### src/rtl/dsi_lane_feeder.sv
// Byte-stream feeder for one DSI PHY lane: packet FIFO plus start/stream/finish
// sequencing toward the lane, with inter-packet gap timing and flush on lane loss.
module dsi_lane_feeder #(
  parameter int unsigned DEPTH_LOG2 = 6
) (
  input  logic       clk,
  input  logic       rst_n,
  input  logic [7:0] s_data,
  input  logic       s_valid,
  input  logic       s_last,
  input  logic       s_lp,
  output logic       s_ready,
  output logic       lane_start_rqst,
  output logic       lane_fin_rqst,
  output logic       lane_mode_lp,
  output logic [7:0] lane_data,
  input  logic       lane_data_rqst,
  input  logic       lane_active,
  input  logic       lane_ready,
  input  logic [7:0] inter_pkt_gap,
  input  logic       underflow_clr,
  output logic       busy,
  output logic       underflow
);

  localparam int unsigned DEPTH = 1 << DEPTH_LOG2;
  localparam int unsigned PTR_W = DEPTH_LOG2 + 1;
  localparam int unsigned CNT_W = DEPTH_LOG2 + 1;
  localparam int unsigned GAP_W = 8;

  localparam logic [2:0] ST_IDLE   = 3'd0;
  localparam logic [2:0] ST_START  = 3'd1;
  localparam logic [2:0] ST_STREAM = 3'd2;
  localparam logic [2:0] ST_FIN    = 3'd3;
  localparam logic [2:0] ST_DRAIN  = 3'd4;
  localparam logic [2:0] ST_GAP    = 3'd5;
  localparam logic [2:0] ST_FLUSH  = 3'd6;

  typedef struct packed {
    logic       lp;
    logic       last;
    logic [7:0] data;
  } fifo_entry_t;

  fifo_entry_t            mem_q [DEPTH];
  fifo_entry_t            wr_entry;
  fifo_entry_t            head;
  logic [PTR_W-1:0]       wr_ptr_q, wr_ptr_d;
  logic [PTR_W-1:0]       rd_ptr_q, rd_ptr_d;
  logic [CNT_W-1:0]       pkt_count_q, pkt_count_d;
  logic [2:0]             state_q, state_d;
  logic [GAP_W-1:0]       gap_cnt_q, gap_cnt_d;
  logic                   seen_active_q, seen_active_d;
  logic                   mode_lp_q, mode_lp_d;
  logic                   underflow_q, underflow_d;

  logic empty, full;
  logic push, pop_req, pop, pop_last, push_last, underflow_set;

  // FIFO status and handshake decode
  assign empty    = (wr_ptr_q == rd_ptr_q);
  assign full     = (wr_ptr_q[PTR_W-1] != rd_ptr_q[PTR_W-1]) &&
                    (wr_ptr_q[DEPTH_LOG2-1:0] == rd_ptr_q[DEPTH_LOG2-1:0]);
  assign wr_entry = '{lp: s_lp, last: s_last, data: s_data};
  assign head     = mem_q[rd_ptr_q[DEPTH_LOG2-1:0]];

  assign push      = s_valid && !full;
  assign push_last = push && s_last;
  // FLUSH drains on its own; STREAM only on lane request
  assign pop_req   = ((state_q == ST_STREAM) && lane_data_rqst) || (state_q == ST_FLUSH);
  assign pop       = pop_req && !empty;
  assign pop_last  = pop && head.last;
  // FLUSH waiting on an empty FIFO is not an underflow
  assign underflow_set = (state_q == ST_STREAM) && lane_data_rqst && empty;

  assign s_ready         = !full;
  assign lane_data       = empty ? 8'h00 : head.data;
  assign lane_start_rqst = (state_q == ST_START);
  assign lane_fin_rqst   = (state_q == ST_FIN);
  assign busy            = (state_q != ST_IDLE);
  assign lane_mode_lp    = mode_lp_q;
  assign underflow       = underflow_q;

  // FIFO storage write (no reset needed, pointers qualify contents)
  always_ff @(posedge clk) begin
    if (push) begin
      mem_q[wr_ptr_q[DEPTH_LOG2-1:0]] <= wr_entry;
    end
  end

  // Pointer, packet count and sticky underflow next-state
  always_comb begin
    wr_ptr_d    = wr_ptr_q;
    rd_ptr_d    = rd_ptr_q;
    pkt_count_d = pkt_count_q;
    underflow_d = underflow_q;
    if (push) wr_ptr_d = wr_ptr_q + PTR_W'(1);
    if (pop)  rd_ptr_d = rd_ptr_q + PTR_W'(1);
    if (push_last && !pop_last) begin
      pkt_count_d = pkt_count_q + CNT_W'(1);
    end else if (pop_last && !push_last) begin
      pkt_count_d = pkt_count_q - CNT_W'(1);
    end
    if (underflow_set) underflow_d = 1'b1;
    if (underflow_clr) underflow_d = 1'b0;
  end

  // Lane sequencing FSM next-state
  always_comb begin
    state_d       = state_q;
    gap_cnt_d     = gap_cnt_q;
    seen_active_d = seen_active_q;
    mode_lp_d     = mode_lp_q;
    case (state_q)
      ST_IDLE: begin
        // a full FIFO without a complete packet starts cut-through
        if (lane_ready && ((pkt_count_q != '0) || full)) begin
          state_d   = ST_START;
          mode_lp_d = head.lp;
        end
      end
      ST_START: begin
        state_d       = ST_STREAM;
        seen_active_d = 1'b0;
      end
      ST_STREAM: begin
        if (!lane_ready)   state_d = ST_FLUSH;
        else if (pop_last) state_d = ST_FIN;
      end
      ST_FIN: begin
        state_d = ST_DRAIN;
      end
      ST_DRAIN: begin
        if (!lane_ready) begin
          state_d = ST_IDLE;
        end else if (seen_active_q && !lane_active) begin
          state_d   = ST_GAP;
          gap_cnt_d = inter_pkt_gap;
        end
      end
      ST_GAP: begin
        if (gap_cnt_q == '0) state_d = ST_IDLE;
        else                 gap_cnt_d = gap_cnt_q - GAP_W'(1);
      end
      ST_FLUSH: begin
        if (pop_last) state_d = ST_IDLE;
      end
      default: state_d = ST_IDLE;
    endcase
    if (lane_active &&
        ((state_q == ST_STREAM) || (state_q == ST_FIN) || (state_q == ST_DRAIN))) begin
      seen_active_d = 1'b1;
    end
  end

  // State register
  always_ff @(posedge clk or negedge rst_n) begin
    if (!rst_n) begin
      state_q       <= ST_IDLE;
      gap_cnt_q     <= '0;
      seen_active_q <= 1'b0;
      mode_lp_q     <= 1'b0;
      wr_ptr_q      <= '0;
      rd_ptr_q      <= '0;
      pkt_count_q   <= '0;
      underflow_q   <= 1'b0;
    end else begin
      state_q       <= state_d;
      gap_cnt_q     <= gap_cnt_d;
      seen_active_q <= seen_active_d;
      mode_lp_q     <= mode_lp_d;
      wr_ptr_q      <= wr_ptr_d;
      rd_ptr_q      <= rd_ptr_d;
      pkt_count_q   <= pkt_count_d;
      underflow_q   <= underflow_d;
    end
  end

endmodule

### config.mk
export PLATFORM = sky130hd
export DESIGN_NAME = dsi_lane_feeder
export DESIGN_NICKNAME = d
export VERILOG_FILES = /design/src/rtl/dsi_lane_feeder.sv
export SDC_FILE = /design/constraint.sdc
export NUM_CORES = 1
export LEC_CHECK = 0
export ABC_AREA = 1
export CAP_MARGIN = 10
export CORE_MARGIN = 2
export CORE_UTILIZATION = 60
export DETAILED_ROUTE_END_ITERATION = 16
export PLACE_DENSITY_LB_ADDON = 0.15
export REMOVE_ABC_BUFFERS = 1
export SYNTH_ARGS = -nofsm -noshare
export SYNTH_HDL_FRONTEND = slang
export SYNTH_SLANG_ARGS = --single-unit
### constraint.sdc
create_clock -name clk -period 6.55 [get_ports clk]
set_clock_uncertainty 0.2 [all_clocks]
set_input_delay 1.31 -clock clk [delete_from_list [all_inputs] [get_ports clk]]
set_output_delay 1.31 -clock clk [all_outputs]
set_load 0.005 [all_outputs]
==> results of run 1 <==
critical path: cells and delay by family, from the launching register on:
kind	cells	cell delay, ns
flops	1	0.48
compound gates	3	0.82
buf+inv	3	1.96
simple gates	3	0.34
worst max-delay path by stage:
stage	start	end	cells after the start
floorplan	rd_ptr_q[0]$_DFFE_PN0N_	pkt_count_q[6]$_DFFE_PN0P_	25
global placement	rd_ptr_q[0]$_DFFE_PN0N_	lane_data[0]	13
detailed placement	rd_ptr_q[0]$_DFFE_PN0N_	lane_data[7]	9
CTS	rd_ptr_q[0]$_DFFE_PN0N_	lane_data[7]	9
global route	rd_ptr_q[0]$_DFFE_PN0N_	lane_data[0]	13
finish	rd_ptr_q[0]$_DFFE_PN0N_	lane_data[7]	9
flip-flops by register name, indices dropped and copies added, names as in the netlist:
signal,cells
pkt_count_q,7
lane_mode_lp,1
mem_q,640
underflow,1
seen_active_q,1
wr_ptr_q,7
gap_cnt_q,8
rd_ptr_q,7
state_q,3
power by group:
| part | internal (W) | total, W | switching, W |
|---|---|---|---|
| logic | 0.00128 | 0.00434 | 0.00306 |
| registers | 0.00497 | 0.00516 | 0.000188 |
| clock network | 0.00222 | 0.00378 | 0.00156 |
| total | 0.00847 | 0.0133 | 0.00482 |
logic make-up after synthesis:
| kind of cell | after synthesis | share of synthesized area (%) |
|---|---|---|
| and+or+nand+nor | 772 | 11.3 |
| adders and majority gates | 12 | 0.567 |
| xor gates and xnor gates | 15 | 0.473 |
| buffers and inverters | 220 | 4.23 |
| DFF | 675 | 72.3 |
| AOI/OAI and AO/OA | 541 | 11.2 |
Yosys cell counts (all sizes together), types with 4 or more instances:
master,number
clkbuf,37
a21oi,49
inv,86
nand3,117
xor2,12
o221ai,41
nand4,9
nand2,213
nor2,420
dfrtp,35
ha,11
o211ai,34
buf,97
o22ai,84
edfxtp,640
nor3,10
o21ai,324
a31oi,4
stage by stage:
| stage | total power [W] | instance area (µm²) | cells | hold WS, ns |
|---|---|---|---|---|
| after floorplan | 0.00791 | 26900 | 2101 | 0.243 |
| after detailed placement | 0.00952 | 28600 | 2808 | 0.260 |
| after global routing | 0.0139 | 30800 | 2931 | 0.308 |
| after global placement | 0.00942 | 28600 | 2808 | 0.258 |
| after CTS | 0.0133 | 30800 | 2931 | 0.273 |
| final | 0.0133 | 30800 | 2931 | 0.274 |
cell type report:
| class | instances | area share [%] |
|---|---|---|
| Sequential cell | 675 | 65.4 |
| Clock buffer | 87 | 6.11 |
| Clock inverter | 36 | 0.903 |
| Multi-Input combinational cell | 1340 | 21.2 |
| Inverter | 86 | 1.09 |
| Tap cell | 600 | 2.44 |
| Timing Repair Buffer | 107 | 2.86 |
layer usage:
layer  part of all wire [%]  up-vias  global-route usage (%)
met3                     11      132                    6.76
met5                      0        -                       0
met4                    2.8        0                    9.19
met1                     40     8929                    42.1
li1                       -     8223                       -
met2                     46      929                    45.7
==> results_dict.tcl, run 1 <==
set metrics [dict create \
    clock_latency_ns 0.60 \
    die_w_um 219 \
    place_hpwl_um 38000 \
    max_freq_mhz 173 \
    num_rows 78 \
    worstPathCellList "buf_4, buf_4, o21ai_0, o221ai_1, nand3_1, nand3_1, nand2_1, a31oi_1, clkdlybuf4s50_1" \
    clk_path_buf_depth 3 \
    cts_repair_resize_count 0 \
    via_per_inst 6.21 \
    synth_area_leaders "edfxtp_1, nor2_1, o21ai_0" \
    drt_iter0_drc 2398 \
    critPathMaxStageDelay_ns 0.78 \
    worstHoldStart "pkt_count_q[6]$_DFFE_PN0P_" \
    slowest_stage "buf_4" \
    start_kind "flop" \
    r2r_start "rd_ptr_q[0]$_DFFE_PN0N_" \
    synthCells 2235 \
    pre_cts_ws_ns 1.48 \
    cts_buffers 69 \
    p_leak_nw 10.4 \
    ys.flop_type "edfxtp_1" \
    grt_max_degree 185 \
    drive_above_1_share_pct 8.49 \
    vias 18200 \
    r2r-end "pkt_count_q[6]$_DFFE_PN0P_" \
    antenna_left 0 \
    rsz0062_at_grt "false" \
    whs_path_depth 1 \
    ff2ff_path_depth 24 \
    finalSetupTns_ns 0 \
    cts_tree "built" \
    crit_arrival_ns 4.26 \
    yosys.area.top_type_share_pct 69.1 \
    grt_pass1_vias 17600 \
    path_class "reg -> out" \
    drt_first_pass_iters 6 \
    postSynthAreaPerCell_um2 12.4 \
    drcViolationCount 0 \
    powerDensity_nw_per_um2 432 \
    ios 39 \
    final_util_pct 67.5 \
    yosysTopAreaCell "edfxtp_1" \
    hold_buffers 0 \
    synth_edf_count 640 \
    final_common_cell "edfxtp_1" \
    synthArstFlopShare_pct 5.19 \
    setup_viol_count_final 0 \
    multi_input_area_um2 6530 \
    wl_per_cell_um 23.6 \
    max_slew_margin_pct 16.4 \
    synth_cell_types 48 \
    ff_latch_area_um2 20100 \
    io_buffers 38 \
    status "completed" \
    die-height_um 219 \
    end_kind "primary output" \
    areaGrowthSynthToFinish_pct 10.7 \
    start_util_pct 61.0 \
    final_cell_mix "edfxtp_1, nor2_1, o21ai_0, nand2_1, nand3_1" \
    maxSlewViolCount 0 \
    fillers 3247 \
    cts_root_buf "clkbuf_16" \
    min_period_ns 5.77 \
    cts_sinks 675 \
    min_path_type "reg -> reg" \
    worst_slack_ns 0.781 \
    antenna_cells 0 \
    whs_endpoint "pkt_count_q[6]$_DFFE_PN0P_" \
    syn_area_um2 27800 \
    synth_warnings 0 \
    grt-ovfl-total 0 \
    ir_drop_v 0.000299 \
    antenna_found_initial 0 \
    post_cts_buffers 0 \
    reg2reg_setup_slack_ns 1.44 \
    path_max_fanout 84 \
    synth-seq-cells 675 \
    gp_congestion 0.851 \
    cts_htree_levels 3 \
    max_cap_viol_count 0 \
    worst_pin_slew_ns 1.25 \
    dieArea_um2 48100 \
    fp.coreArea_um2 45600 \
    path_clk_slew_ns 0.06 \
    grt_usage_pct 29.5 \
    layout.nets 2316 \
    routed_wl_um 69100 \
    hold_viol_final 0 \
    ys_seq_area_share_pct 72.3 \
    fin_crit_sh_pct 88.1 \
    grt_pass1_wl_um 105000 \
    required_ns 5.04 \
]
(Power assumes the default switching activity.)
==> run 2: changes to the inputs <==
--- a/config.mk
+++ b/config.mk
@@ -12,6 +12,7 @@
 export DETAILED_ROUTE_END_ITERATION = 16
 export PLACE_DENSITY_LB_ADDON = 0.15
 export REMOVE_ABC_BUFFERS = 1
+export SLEW_MARGIN = 20
 export SYNTH_ARGS = -nofsm -noshare
 export SYNTH_HDL_FRONTEND = slang
 export SYNTH_SLANG_ARGS = --single-unit
==> run 2 against run 1 <==
  * Non-clock buffer count unchanged
  * Core utilization is essentially flat
  * Setup slack better by 0.027 ns
  * Flip-flop and latch count unchanged
  * Count of clock-buffer cells in the layout did not move
  * Register-to-register slack improved by 0.02 ns
==> results_dict.tcl, run 2 (synthesized netlist as in run 1, its figures left out) <==
set metrics [dict create \
    clk_path_buf_depth 3 \
    cts_buffers 69 \
    routed_wl_um 69000 \
    final_common_cell "edfxtp_1" \
    worst_slack_ns 0.808 \
    place_hpwl_um 38000 \
    drt_iter0_drc 2325 \
    path_max_fanout 84 \
    required_ns 5.04 \
    max_slew_margin_pct 28.5 \
    setup_viol_count_final 0 \
    num_rows 78 \
    hold_buffers 0 \
    gp_congestion 0.851 \
    ios 39 \
    antenna_found_initial 0 \
    die-height_um 219 \
    io_buffers 38 \
    antenna_cells 0 \
    p_leak_nw 10.4 \
    status "completed" \
    hold_viol_final 0 \
    cts_sinks 675 \
    final_cell_mix "edfxtp_1, nor2_1, o21ai_0, nand2_1, nand3_1" \
    min_path_type "reg -> reg" \
    pre_cts_ws_ns 1.48 \
    cts_root_buf "clkbuf_16" \
    min_period_ns 5.74 \
    vias 18200 \
    reg2reg_setup_slack_ns 1.46 \
    path_class "reg -> out" \
    areaGrowthSynthToFinish_pct 10.7 \
    post_cts_buffers 0 \
    worst_pin_slew_ns 1.07 \
    layout.nets 2316 \
    max_freq_mhz 174 \
    maxSlewViolCount 0 \
    end_kind "primary output" \
    drive_above_1_share_pct 8.62 \
    ir_drop_v 0.000299 \
    fp.coreArea_um2 45600 \
    largest_reg_flops 640 \
    path_clk_slew_ns 0.06 \
    fin_crit_sh_pct 87.7 \
    clock_latency_ns 0.60 \
    wl_per_cell_um 23.5 \
    dieArea_um2 48100 \
    powerDensity_nw_per_um2 432 \
    start_kind "flop" \
    die_w_um 219 \
    cts_repair_resize_count 0 \
    antenna_left 0 \
    crit_arrival_ns 4.23 \
    grt_usage_pct 29.5 \
    drcViolationCount 0 \
    grt-ovfl-total 0 \
    drt_first_pass_iters 6 \
    start_util_pct 61.0 \
    cts_tree "built" \
    grt_pass1_vias 17600 \
    rsz0062_at_grt "false" \
    cts_htree_levels 3 \
    grt_max_degree 185 \
    hold_ws_ns 0.274 \
    grt_pass1_wl_um 105000 \
    max_cap_viol_count 0 \
    via_per_inst 6.22 \
]
==> run 2: cell counts in the layout (fill, tap and decap cells not counted) <==
Identical to the previous run, type by type.
==> run 2: worst paths after layout <==
| kind | from | end | depth (start not counted) |
|---|---|---|---|
| max in group asynchronous | rst_n | rd_ptr_q[0]$_DFFE_PN0N_ | 1 |
| hold / removal | pkt_count_q[6]$_DFFE_PN0P_ | pkt_count_q[6]$_DFFE_PN0P_ | 1 |
| setup / recovery | rd_ptr_q[0]$_DFFE_PN0N_ | lane_data[7] | 9 |
| hold reg to reg | pkt_count_q[6]$_DFFE_PN0P_ | pkt_count_q[6]$_DFFE_PN0P_ | 1 |
| min in group asynchronous | rst_n | underflow$_DFFE_PN0P_ | 1 |
| setup reg to reg | rd_ptr_q[0]$_DFFE_PN0N_ | pkt_count_q[6]$_DFFE_PN0P_ | 24 |
==> run 2: where the power goes <==
group / leakage [nW] / internal, W / switching [W]
Clock: 1.06 / 0.00222 / 0.00157
Combinational: 3.21 / 0.00128 / 0.00306
Sequential: 6.18 / 0.00497 / 0.000188
Total: 10.4 / 0.00847 / 0.00482
==> run 2: metal layers <==
layer | wire, µm | global-route usage [%] | vias up | part of all wire [%]
li1 | - | - | 8220 | -
met1 | 28100 | 42.1 | 8969 | 41
met2 | 31800 | 45.7 | 913 | 46
met3 | 7080 | 6.76 | 136 | 10
met4 | 1930 | 9.19 | 0 | 2.8
met5 | 0 | 0 | - | 0
==> run 2: critical path: stages (launching register included) <==
cell and delay, ns:
dfrtp_4 0.48, buf_4 0.59, buf_4 0.76, o21ai_0 0.21
o221ai_1 0.23, nand3_1 0.12, nand3_1 0.15, nand2_1 0.07
a31oi_1 0.37, clkdlybuf4s50_1 0.58
==> run 2: area by class of cell <==
class / instances / area, µm²
clock buffer: 87 / 1880
sequential: 675 / 20100
tap: 600 / 751
clock inverter: 36 / 278
fill: 3245 / 14800
inverter: 86 / 335
multi-input combinational: 1340 / 6540
timing repair buffer: 107 / 886
==> run 2: through the flow <==
| stage | power, W | instances | util (%) | cell area, µm² | setup TNS (ns) |
|---|---|---|---|---|---|
| 3_3_place_gp | 0.00942 | 2808 | 62.8 | 28600 | 0 |
| 5_1_grt | 0.0139 | 2931 | 67.5 | 30800 | 0 |
| 4_1_cts | 0.0133 | 2931 | 67.5 | 30800 | 0 |
| 3_5_place_dp | 0.00952 | 2808 | 62.8 | 28600 | 0 |
| 2_1_floorplan | 0.00791 | 2101 | - | 26900 | -1401.95 |
| 6_report | 0.0133 | 2931 | 67.5 | 30800 | 0 |
